**src/rtl/mem_l1_refill_arbiter_pkg.sv**
```systemverilog
// Shared types and message-width helpers for the L1 refill arbiter and its tracker.
// Message widths follow the vc mem message layout: type, opaque, addr/test, len, data.
package mem_l1_refill_arbiter_pkg;

  typedef enum logic {
    PORT_ICACHE = 1'b0,
    PORT_DCACHE = 1'b1
  } port_id_t;

  typedef struct packed {
    port_id_t id;
    logic     dom;
  } tracker_entry_t;

  localparam int TRACKER_ENTRY_NBITS = $bits(tracker_entry_t);

  function automatic int mem_req_msg_nbits(input int o, input int a, input int d);
    return 3 + o + a + $clog2(d / 8) + d;
  endfunction

  function automatic int mem_resp_msg_nbits(input int o, input int d);
    return 3 + o + 2 + $clog2(d / 8) + d;
  endfunction

endpackage

```
**src/rtl/mem_req_tracker_queue.sv**
```systemverilog
// In-order tracker of outstanding refills: a plain FIFO, no bypass in either direction.
// Depth must be a power of two so the pointers wrap by natural overflow.
module mem_req_tracker_queue
  import mem_l1_refill_arbiter_pkg::*;
#(
  parameter int p_num_entries = 4,
  parameter int p_nbits       = TRACKER_ENTRY_NBITS
) (
  input  logic                           clk,
  input  logic                           reset,
  input  logic                           enq_val,
  output logic                           enq_rdy,
  input  logic [p_nbits-1:0]             enq_msg,
  output logic                           deq_val,
  input  logic                           deq_rdy,
  output logic [p_nbits-1:0]             deq_msg,
  output logic [$clog2(p_num_entries):0] count
);

  localparam int c_ptr_nbits = $clog2(p_num_entries);
  localparam logic [c_ptr_nbits:0] c_full = (c_ptr_nbits + 1)'(p_num_entries);

  logic [p_nbits-1:0]     entries [p_num_entries];
  logic [c_ptr_nbits-1:0] enq_ptr_reg;
  logic [c_ptr_nbits-1:0] deq_ptr_reg;
  logic [c_ptr_nbits:0]   count_reg;
  logic                   enq_fire;
  logic                   deq_fire;

  assign enq_rdy  = (count_reg != c_full);
  assign deq_val  = (count_reg != '0);
  assign enq_fire = enq_val & enq_rdy;
  assign deq_fire = deq_val & deq_rdy;
  assign deq_msg  = entries[deq_ptr_reg];
  assign count    = count_reg;

  always_ff @(posedge clk or negedge reset) begin
    if (!reset) begin
      enq_ptr_reg <= '0;
      deq_ptr_reg <= '0;
      count_reg   <= '0;
    end else begin
      if (enq_fire) enq_ptr_reg <= enq_ptr_reg + c_ptr_nbits'(1);
      if (deq_fire) deq_ptr_reg <= deq_ptr_reg + c_ptr_nbits'(1);
      case ({enq_fire, deq_fire})
        2'b10:   count_reg <= count_reg + (c_ptr_nbits + 1)'(1);
        2'b01:   count_reg <= count_reg - (c_ptr_nbits + 1)'(1);
        default: count_reg <= count_reg;
      endcase
    end
  end

  // Payload storage carries no reset; occupancy alone says which slots are live.
  always_ff @(posedge clk) begin
    if (enq_fire) entries[enq_ptr_reg] <= enq_msg;
  end

endmodule

```
**src/rtl/mem_l1_refill_arbiter.sv**
```systemverilog
// Round-robin merge of icache/dcache refill requests onto one memory port, with
// in-order steering of responses back to the issuing cache and its security domain.
module mem_l1_refill_arbiter
  import mem_l1_refill_arbiter_pkg::*;
#(
  parameter int p_opaque_nbits    = 8,
  parameter int p_addr_nbits      = 32,
  parameter int p_data_nbits      = 128,
  parameter int p_max_outstanding = 4
) (
  input  logic clk,
  input  logic reset,

  input  logic req0_val,
  output logic req0_rdy,
  input  logic [mem_req_msg_nbits(p_opaque_nbits, p_addr_nbits, p_data_nbits)-1:0] req0_msg,
  input  logic req0_domain,

  input  logic req1_val,
  output logic req1_rdy,
  input  logic [mem_req_msg_nbits(p_opaque_nbits, p_addr_nbits, p_data_nbits)-1:0] req1_msg,
  input  logic req1_domain,

  output logic memreq_val,
  input  logic memreq_rdy,
  output logic [mem_req_msg_nbits(p_opaque_nbits, p_addr_nbits, p_data_nbits)-1:0] memreq_msg,
  output logic memreq_domain,

  input  logic memresp_val,
  output logic memresp_rdy,
  input  logic [mem_resp_msg_nbits(p_opaque_nbits, p_data_nbits)-1:0] memresp_msg,

  output logic resp0_val,
  input  logic resp0_rdy,
  output logic [mem_resp_msg_nbits(p_opaque_nbits, p_data_nbits)-1:0] resp0_msg,
  output logic resp0_domain,

  output logic resp1_val,
  input  logic resp1_rdy,
  output logic [mem_resp_msg_nbits(p_opaque_nbits, p_data_nbits)-1:0] resp1_msg,
  output logic resp1_domain,

  output logic protocol_err
);

  localparam int c_cnt_nbits = $clog2(p_max_outstanding) + 1;

  port_id_t             prio_reg;
  port_id_t             winner;
  logic                 protocol_err_reg;
  logic                 not_full;
  logic                 push;
  logic                 pop;
  logic                 head_rdy;
  tracker_entry_t       enq_entry;
  tracker_entry_t       head_entry;
  logic                 tracker_enq_rdy;
  logic                 tracker_deq_val;
  logic [c_cnt_nbits-1:0] tracker_count;

  // Ties go to the pointer; a lone requester wins regardless of it.
  always_comb begin
    winner = prio_reg;
    if (req0_val && !req1_val)      winner = PORT_ICACHE;
    else if (req1_val && !req0_val) winner = PORT_DCACHE;
  end

  assign not_full      = tracker_enq_rdy;
  assign memreq_val    = reset & (req0_val | req1_val) & not_full;
  assign memreq_msg    = (winner == PORT_DCACHE) ? req1_msg : req0_msg;
  assign memreq_domain = (winner == PORT_DCACHE) ? req1_domain : req0_domain;
  assign req0_rdy      = reset & memreq_rdy & not_full & (winner == PORT_ICACHE);
  assign req1_rdy      = reset & memreq_rdy & not_full & (winner == PORT_DCACHE);
  assign push          = memreq_val & memreq_rdy;

  assign enq_entry.id  = winner;
  assign enq_entry.dom = memreq_domain;

  assign head_rdy     = (head_entry.id == PORT_DCACHE) ? resp1_rdy : resp0_rdy;
  assign memresp_rdy  = reset & tracker_deq_val & head_rdy;
  assign resp0_val    = reset & memresp_val & tracker_deq_val & (head_entry.id == PORT_ICACHE);
  assign resp1_val    = reset & memresp_val & tracker_deq_val & (head_entry.id == PORT_DCACHE);
  assign resp0_msg    = memresp_msg;
  assign resp1_msg    = memresp_msg;
  assign resp0_domain = head_entry.dom;
  assign resp1_domain = head_entry.dom;
  assign pop          = memresp_val & memresp_rdy;
  assign protocol_err = protocol_err_reg;

  mem_req_tracker_queue #(
    .p_num_entries (p_max_outstanding),
    .p_nbits       (TRACKER_ENTRY_NBITS)
  ) tracker (
    .clk     (clk),
    .reset   (reset),
    .enq_val (push),
    .enq_rdy (tracker_enq_rdy),
    .enq_msg (enq_entry),
    .deq_val (tracker_deq_val),
    .deq_rdy (pop),
    .deq_msg (head_entry),
    .count   (tracker_count)
  );

  always_ff @(posedge clk or negedge reset) begin
    if (!reset) begin
      prio_reg         <= PORT_ICACHE;
      protocol_err_reg <= 1'b0;
    end else begin
      if (push) prio_reg <= (winner == PORT_ICACHE) ? PORT_DCACHE : PORT_ICACHE;
      // A response with nothing outstanding means memory has broken ordering.
      if (memresp_val && (tracker_count == '0)) protocol_err_reg <= 1'b1;
    end
  end

endmodule

```
**config.mk**
```make
export PLATFORM = sky130hd
export DESIGN_NAME = mem_l1_refill_arbiter
export DESIGN_NICKNAME = d
export VERILOG_FILES = /design/src/rtl/mem_l1_refill_arbiter_pkg.sv /design/src/rtl/mem_req_tracker_queue.sv /design/src/rtl/mem_l1_refill_arbiter.sv
export SDC_FILE = /design/constraint.sdc
export NUM_CORES = 1
export LEC_CHECK = 0
export CAP_MARGIN = 20
export CORE_AREA = 4 4 382 384
export CTS_CLUSTER_DIAMETER = 50
export DETAILED_ROUTE_END_ITERATION = 8
export DIE_AREA = 0 0 386 388
export GPL_ROUTABILITY_DRIVEN = 1
export PLACE_DENSITY = 0.34
export SYNTH_ARGS = -nofsm -noshare
export SYNTH_HDL_FRONTEND = slang
export SYNTH_SLANG_ARGS = --single-unit
```
**constraint.sdc**
```tcl
create_clock -name clk -period 2.5 [get_ports clk]
set_input_delay 0.625 -clock clk [delete_from_list [all_inputs] [get_ports clk]]
set_output_delay 0.625 -clock clk [all_outputs]
set_load 0.02 [all_outputs]
```
==> results.py, run 1 <==
metrics = {
    "sta": {
        "whs_ns": 0.427,
        "finalCritPeriodShare_pct": 113,
        "finalSetupViolations": 174,
        "rsz0062_at_grt": "yes",
        "final_hold_viol_count": 0,
        "slew_headroom_pct": 74.9,
        "drv_slew": 0,
        "skew_ns": 0.00350,
        "min_period_ns": 2.82,
        "worstMarginPinSlew_ns": 0.370,
        "finalWorstSetupSlack_ns": -0.322,
        "fmax_mhz": 354,
    },
    "setup_path": {
        "endpoint_kind": "output port",
        "worstSetupEndpoint": "memreq_msg[157]",
        "crit_fanout": 5,
        "worstSetupPathType": "input port to output port",
        "regToRegSetupSlack_ns": 0.32,
        "crit_start": "req1_val",
        "critPathArrivalTime_ns": 2.20,
        "startpoint_type": "input port",
        "r2r_end": "tracker.count[2]",
        "critPathRequiredTime_ns": 1.88,
        "worst_r2r_path_depth": 10,
        "timing.rr.start": "tracker.deq_ptr_reg[1]",
    },
    "routing": {
        "first_pass_iters": 4,
        "drt_iter0_drc": 119,
        "num_vias": 5449,
        "drc": 0,
        "wl_per_cell_um": 19.4,
        "avgViaCountPerCell": 1.96,
        "ant_nets": 0,
        "finalWirelength_um": 54100,
    },
    "power": {
        "powerDensity_mw_per_mm2": 538,
        "max-vdd-ir-drop_mv": 0.233,
        "leakage_nw": 4.63,
    },
    "floorplan": {
        "die_y_um": 388,
        "initial_core_util_pct": 3.94,
        "dieArea_mm2": 0.150,
        "rows": 139,
        "dieWidth_um": 386,
        "pin_count": 980,
        "coreArea_mm2": 0.143,
    },
    "global_route": {
        "overflow": 0,
        "grt.total_usage_pct": 6.65,
        "grt_max_degree": 14,
        "grt_pass1_vias": 5952,
        "grt_antenna_before_repair": 36,
        "grt_pass1_wl_um": 64500,
    },
    "clock_tree": {
        "clkTransAtPathRegs_ns": 0.05,
        "cts_buffer_depth": 2,
        "htree_levels": 1,
        "numCtsBuffers": 3,
        "worstSkewPairLatency_ns": 0.25,
        "cts_num_sinks": 17,
        "cts_tree": "yes",
        "root_buffer": "clkbuf_16",
    },
    "place": {
        "port_buffers": 544,
        "dpl-instance-area_mm2": 0.0115,
        "routabilityCongestion": 0.721,
        "dp_slack_ns": -0.948,
        "dpl.hpwl_um": 48100,
        "dp_cells": 2737,
    },
    "synth": {
        "synth_nets": 1072,
        "synthCells": 561,
        "synthDistinctLibCells": 29,
        "synthArstFlopShare_pct": 52.9,
        "synth_top_family_by_area": "multiplexers",
        "synth_compound_area_share_pct": 0.913,
        "synth_top_flop_cell": "dfrtp_1",
        "synthAdderAreaFrac_pct": 1.67,
        "yosys.area_share.simple_pct": 1.80,
        "yosysSeqAreaShare_pct": 8.28,
        "synth.avg_cell_area_um2": 10.0,
        "synthesis.area_mm2": 0.00562,
        "ys_seq_elements": 17,
        "synthXorXnorAreaFrac_pct": 0.779,
        "synth_edf_count": 8,
        "yosysWarnings": 0,
        "synth_mux_area_share_pct": 43.8,
    },
    "outcome": {
        "outcome": "finished, violations left",
        "violations": "setup timing",
    },
    "layout": {
        "final-seq-area_um2": 467,
        "multiInputGateArea_mm2": 0.00279,
        "largest_reg_flops": 8,
        "stdcell_count": 2785,
        "synthToLayoutAreaGrowth_pct": 120,
        "utilization_pct": 8.64,
        "fin_area_mm2": 0.0123,
        "drive_gt1_share_pct": 51.9,
        "nFillCells": 16600,
        "num-nets-final": 1392,
    },
    "min_path": {
        "min_path_type": "input port to async pin",
    },
    "run": {
        "drv_cap": 0,
    },
}
cell type report:
cell class | instances | share of cell area (%)
diodes | 2 | 0.0406
well taps | 1903 | 19.3
inverters | 8 | 0.243
clock buffers | 3 | 0.609
repair buffers | 626 | 53.4
clock inverters | 1 | 0.0406
multi-input cells | 225 | 22.6
flip-flops and latches | 17 | 3.78
what timing repair did:
action,in CTS,in global routing
pin swaps,0,1
hold buffers,0,0
setup endpoints to repair,182,183
endpoints found under the hold margin,0,0
setup buffers,22,15
gates resized for setup,807,203
gates cloned,7,4
cells in the mapped netlist (2+ instances only):
cell type	number	area (um2)
mux2_4	100	1500
xnor2_1	3	26.3
nor2_1	9	33.8
ha_1	5	62.6
dfrtp_1	9	225
and2_1	5	31.3
mux2_2	77	867
mux2i_1	7	70.1
nand2_1	3	11.3
inv_1	8	30.0
edfxtp_1	8	240
buf_4	291	2180
buf_2	6	30.0
buf_6	14	158
xor2_1	2	17.5
layout by cell type (no fill, tap or decap), types with 4 or more instances in the layout:
cell             count
buf_12              15
buf_2               30
buf_8               10
edfxtp_1             8
clkbuf_16            7
buf_16               9
ha_1                 5
mux2_2              74
inv_1                7
buf_4               51
nor2_1               8
mux2_4             103
dfrtp_1              8
mux2i_1              4
and2_1               4
buf_6              146
clkdlybuf4s50_1    357
power breakdown:
group / switching, W / internal [W]
sequential: 0.0000948 / 0.000389
clock: 0.000107 / 0.000214
combinational: 0.00244 / 0.00339
routing by layer:
layer	track usage [%]	routed length (um)
met1	7.14	19600
met2	10.2	22700
met3	5.79	11000
met4	0.363	470
met5	1.40	297
worst min path at each step:
| stage | from | to | slack (ns) | depth (start not counted) |
|---|---|---|---|---|
| 2_1_floorplan | reset | prio_reg | 0.33 | 0 |
| 3_3_place_gp | protocol_err | protocol_err | 0.47 | 1 |
| 3_5_place_dp | protocol_err | protocol_err | 0.47 | 1 |
| 4_1_cts | protocol_err | protocol_err | 0.48 | 1 |
| 5_1_grt | reset | prio_reg | 0.46 | 2 |
| 6_report | reset | prio_reg | 0.43 | 2 |
metrics by stage:
step | TNS (ns) | total power (W)
after floorplan | 0 | 0.00374
after global placement | -157.63 | 0.00547
after detailed placement | -153.27 | 0.00542
after CTS | -36.79 | 0.00625
after global routing | -34.74 | 0.00703
final | -29.22 | 0.00664
worst max-delay path: stages:
cell	delay (ns)
buf_6	0.09
maj3_4	0.34
buf_12	0.16
buf_16	0.16
buf_16	0.16
buf_8	0.12
mux2_4	0.34
buf_6	0.14
cells by family (layout without fill, tap and decap cells):
| kind of cell | Yosys count | count (layout) |
|---|---|---|
| AND/OR/NAND/NOR | 21 | 21 |
| multiplexers | 185 | 185 |
| AO/OA/AOI/OAI | 7 | 7 |
| other | 0 | 2 |
| XOR/XNOR | 5 | 5 |
| flip-flops | 17 | 17 |
| adder cells (fa/ha/maj) | 7 | 7 |
| buffers and inverters | 319 | 638 |
Note: power is estimated with default switching activity, not from simulation.
==> run 2: changes to the inputs <==
--- a/config.mk
+++ b/config.mk
@@ -6,11 +6,10 @@
 export NUM_CORES = 1
 export LEC_CHECK = 0
 export CAP_MARGIN = 20
-export CORE_AREA = 4 4 382 384
+export CORE_AREA = 2 2 380 382
 export CTS_CLUSTER_DIAMETER = 50
 export DETAILED_ROUTE_END_ITERATION = 8
-export DIE_AREA = 0 0 386 388
-export GPL_ROUTABILITY_DRIVEN = 1
+export DIE_AREA = 0 0 382 384
 export PLACE_DENSITY = 0.34
 export SYNTH_ARGS = -nofsm -noshare
 export SYNTH_HDL_FRONTEND = slang
==> run 2 against run 1 <==
Compared with the run above:
- the flow still finishes with violations (setup timing)
- critical path depth stayed put
- final cell count hardly changed
- via count is 1.3% higher
- setup slack better by 0.038 ns
- register-to-register slack worse by 0.03 ns
- global-route usage is 0.34 points higher
- combinational power is 0.9% higher
- cell area is 0.21% higher
- non-clock buffer count is 2 lower
==> results.py, run 2 (same netlist as run 1, synthesis figures left out) <==
metrics = {
    "setup_path": {
        "cp_common_cell": "buf_12",
        "slowest_delay_ns": 0.38,
        "cp_num_cells": 8,
        "critPathBufInv": 6,
        "startpoint_type": "input port",
        "cp_top_family": "buffers and inverters",
        "crit_fanout": 6,
        "slowest_stage": "maj3_4",
        "worst_r2r_path_depth": 11,
        "cp_cell_sequence": "buf_8, maj3_4, buf_12, buf_12, buf_16, buf_4, mux2_4, buf_6",
        "critPathArrivalTime_ns": 2.16,
        "critPathRequiredTime_ns": 1.88,
        "worstSetupPathType": "input port to output port",
        "endpoint_kind": "output port",
    },
    "global_route": {
        "grt_pass1_wl_um": 65700,
        "grt_max_degree": 21,
        "grt_pass1_vias": 5613,
        "grt.total_usage_pct": 6.99,
        "grt_antenna_before_repair": 40,
        "overflow": 0,
    },
    "clock_tree": {
        "clkTransAtPathRegs_ns": 0.05,
        "numCtsBuffers": 3,
        "htree_levels": 1,
        "worstSkewPairLatency_ns": 0.25,
        "cts_tree": "yes",
        "cts_num_sinks": 17,
        "root_buffer": "clkbuf_16",
        "cts_buffer_depth": 2,
        "hold_buffers": 0,
    },
    "floorplan": {
        "dieWidth_um": 382,
        "dieArea_mm2": 0.147,
        "coreArea_mm2": 0.143,
        "die_y_um": 384,
        "pin_count": 980,
        "initial_core_util_pct": 3.94,
        "rows": 139,
    },
    "layout": {
        "layout_commonest_cell": "clkdlybuf4s50_1",
        "nFillCells": 16600,
        "num-nets-final": 1390,
        "drive_gt1_share_pct": 51.9,
        "final_cell_mix": "clkdlybuf4s50_1 (356), buf_6 (130), mux2_4 (115)",
        "synthToLayoutAreaGrowth_pct": 120,
        "largest_reg_flops": 8,
        "utilization_pct": 8.66,
    },
    "power": {
        "max-vdd-ir-drop_mv": 0.267,
        "leakage_nw": 4.71,
        "powerDensity_mw_per_mm2": 541,
    },
    "routing": {
        "wl_per_cell_um": 20.4,
        "num_vias": 5521,
        "finalWirelength_um": 56900,
        "drc": 0,
        "drt_iter0_drc": 118,
        "ant_nets": 0,
        "top_layer_used": "met5",
        "met1_length_um": 20500,
        "first_pass_iters": 4,
        "avgViaCountPerCell": 1.98,
        "met3_wirelength_um": 11500,
        "wl_met2_um": 23700,
    },
    "outcome": {
        "violations": "setup timing",
        "outcome": "finished, violations left",
    },
    "sta": {
        "worstMarginPinSlew_ns": 0.421,
        "final_hold_viol_count": 0,
        "min_period_ns": 2.78,
        "rsz0062_at_grt": "yes",
        "finalWorstSetupSlack_ns": -0.284,
        "whs_ns": 0.470,
        "finalSetupViolations": 176,
        "setup_tns_ns": -33.92,
        "fmax_mhz": 359,
        "drv_slew": 0,
        "slew_headroom_pct": 71.9,
        "finalCritPeriodShare_pct": 111,
        "skew_ns": 0.00224,
    },
    "min_path": {
        "worstHoldPathCells": 1,
        "min_path_type": "flip-flop to flip-flop",
    },
    "run": {
        "drv_cap": 0,
    },
    "place": {
        "dpl.hpwl_um": 50200,
        "routabilityCongestion": 0.728,
        "port_buffers": 544,
        "dp_slack_ns": -0.964,
    },
}
-- run 2: cell types whose count changed in the layout (fill, tap and decap cells not counted), moves of 2 or more --
cell            change
clkbuf_16           +4
clkbuf_2           +11
buf_8               +2
dlymetal6s2s_1      +4
buf_12              +2
buf_16              -3
mux2_4             +12
buf_6              -16
mux2_2             -12
dlygate4sd2_1       -3
buf_2               -2
-- run 2: cell type report --
| cell class | count | area (um2) | area share, % |
|---|---|---|---|
| multi-input combinational | 225 | 2840 | 23.0 |
| clock buffer | 3 | 75.1 | 0.607 |
| clock inverter | 1 | 5.00 | 0.0405 |
| sequential | 17 | 467 | 3.77 |
| inverter | 8 | 30.0 | 0.243 |
| antenna | 3 | 7.51 | 0.0607 |
| tap | 1903 | 2380 | 19.3 |
| timing repair buffer | 624 | 6550 | 53.0 |
-- run 2: layer usage --
metal	vias up	track usage [%]
met1	2348	7.26
met2	847	10.5
li1	2232	-
met5	-	1.56
met3	80	6.70
met4	14	0.386
-- run 2: worst register-to-register path, delay by kind of cell (launching register included) --
kind	cells	cell delay (ns)
AOI/OAI and AO/OA	1	0.40
buffers and inverters	4	0.39
and+or+nand+nor	2	0.17
DFF	1	0.36
xor gates and xnor gates	2	0.28
adders and majority gates	2	0.54
-- run 2: metrics by stage --
step                instance area (um2)  power (W)  instances
floorplan                          5620    0.00374        561
global placement                  11400    0.00543       2731
detailed placement                11400    0.00540       2731
CTS                               11600    0.00578       2745
global route                      12400    0.00707       2781
finish                            12400    0.00668       2784
-- run 2: timing repair --
item                       4_1_cts  5_1_grt
resized for setup              454      546
setup endpoints to repair      187      180
buffers inserted                 7       31
hold endpoints to repair         0        0
cloned                           3       10
pin swaps                        0        2
-- run 2: worst paths after layout --
kind	end	slack, ns	startpoint
max in group asynchronous	tracker.deq_ptr_reg[1]	1.90	reset
worst max register to register	tracker.count[2]	0.29	tracker.count[2]
worst min register to register	protocol_err	0.47	protocol_err
worst max-delay path	memreq_msg[165]	-0.28	req1_val
worst min-delay path	protocol_err	0.47	protocol_err
min in group asynchronous	protocol_err	0.48	reset
-- run 2: power breakdown --
| group | internal (W) | total (W) | leakage (nW) | switching [W] |
|---|---|---|---|---|
| clock | 0.000214 | 0.000325 | 0.0409 | 0.000111 |
| sequential | 0.000389 | 0.000484 | 0.174 | 0.0000943 |
| combinational | 0.00342 | 0.00588 | 4.49 | 0.00245 |
| total | 0.00402 | 0.00668 | 4.71 | 0.00266 |
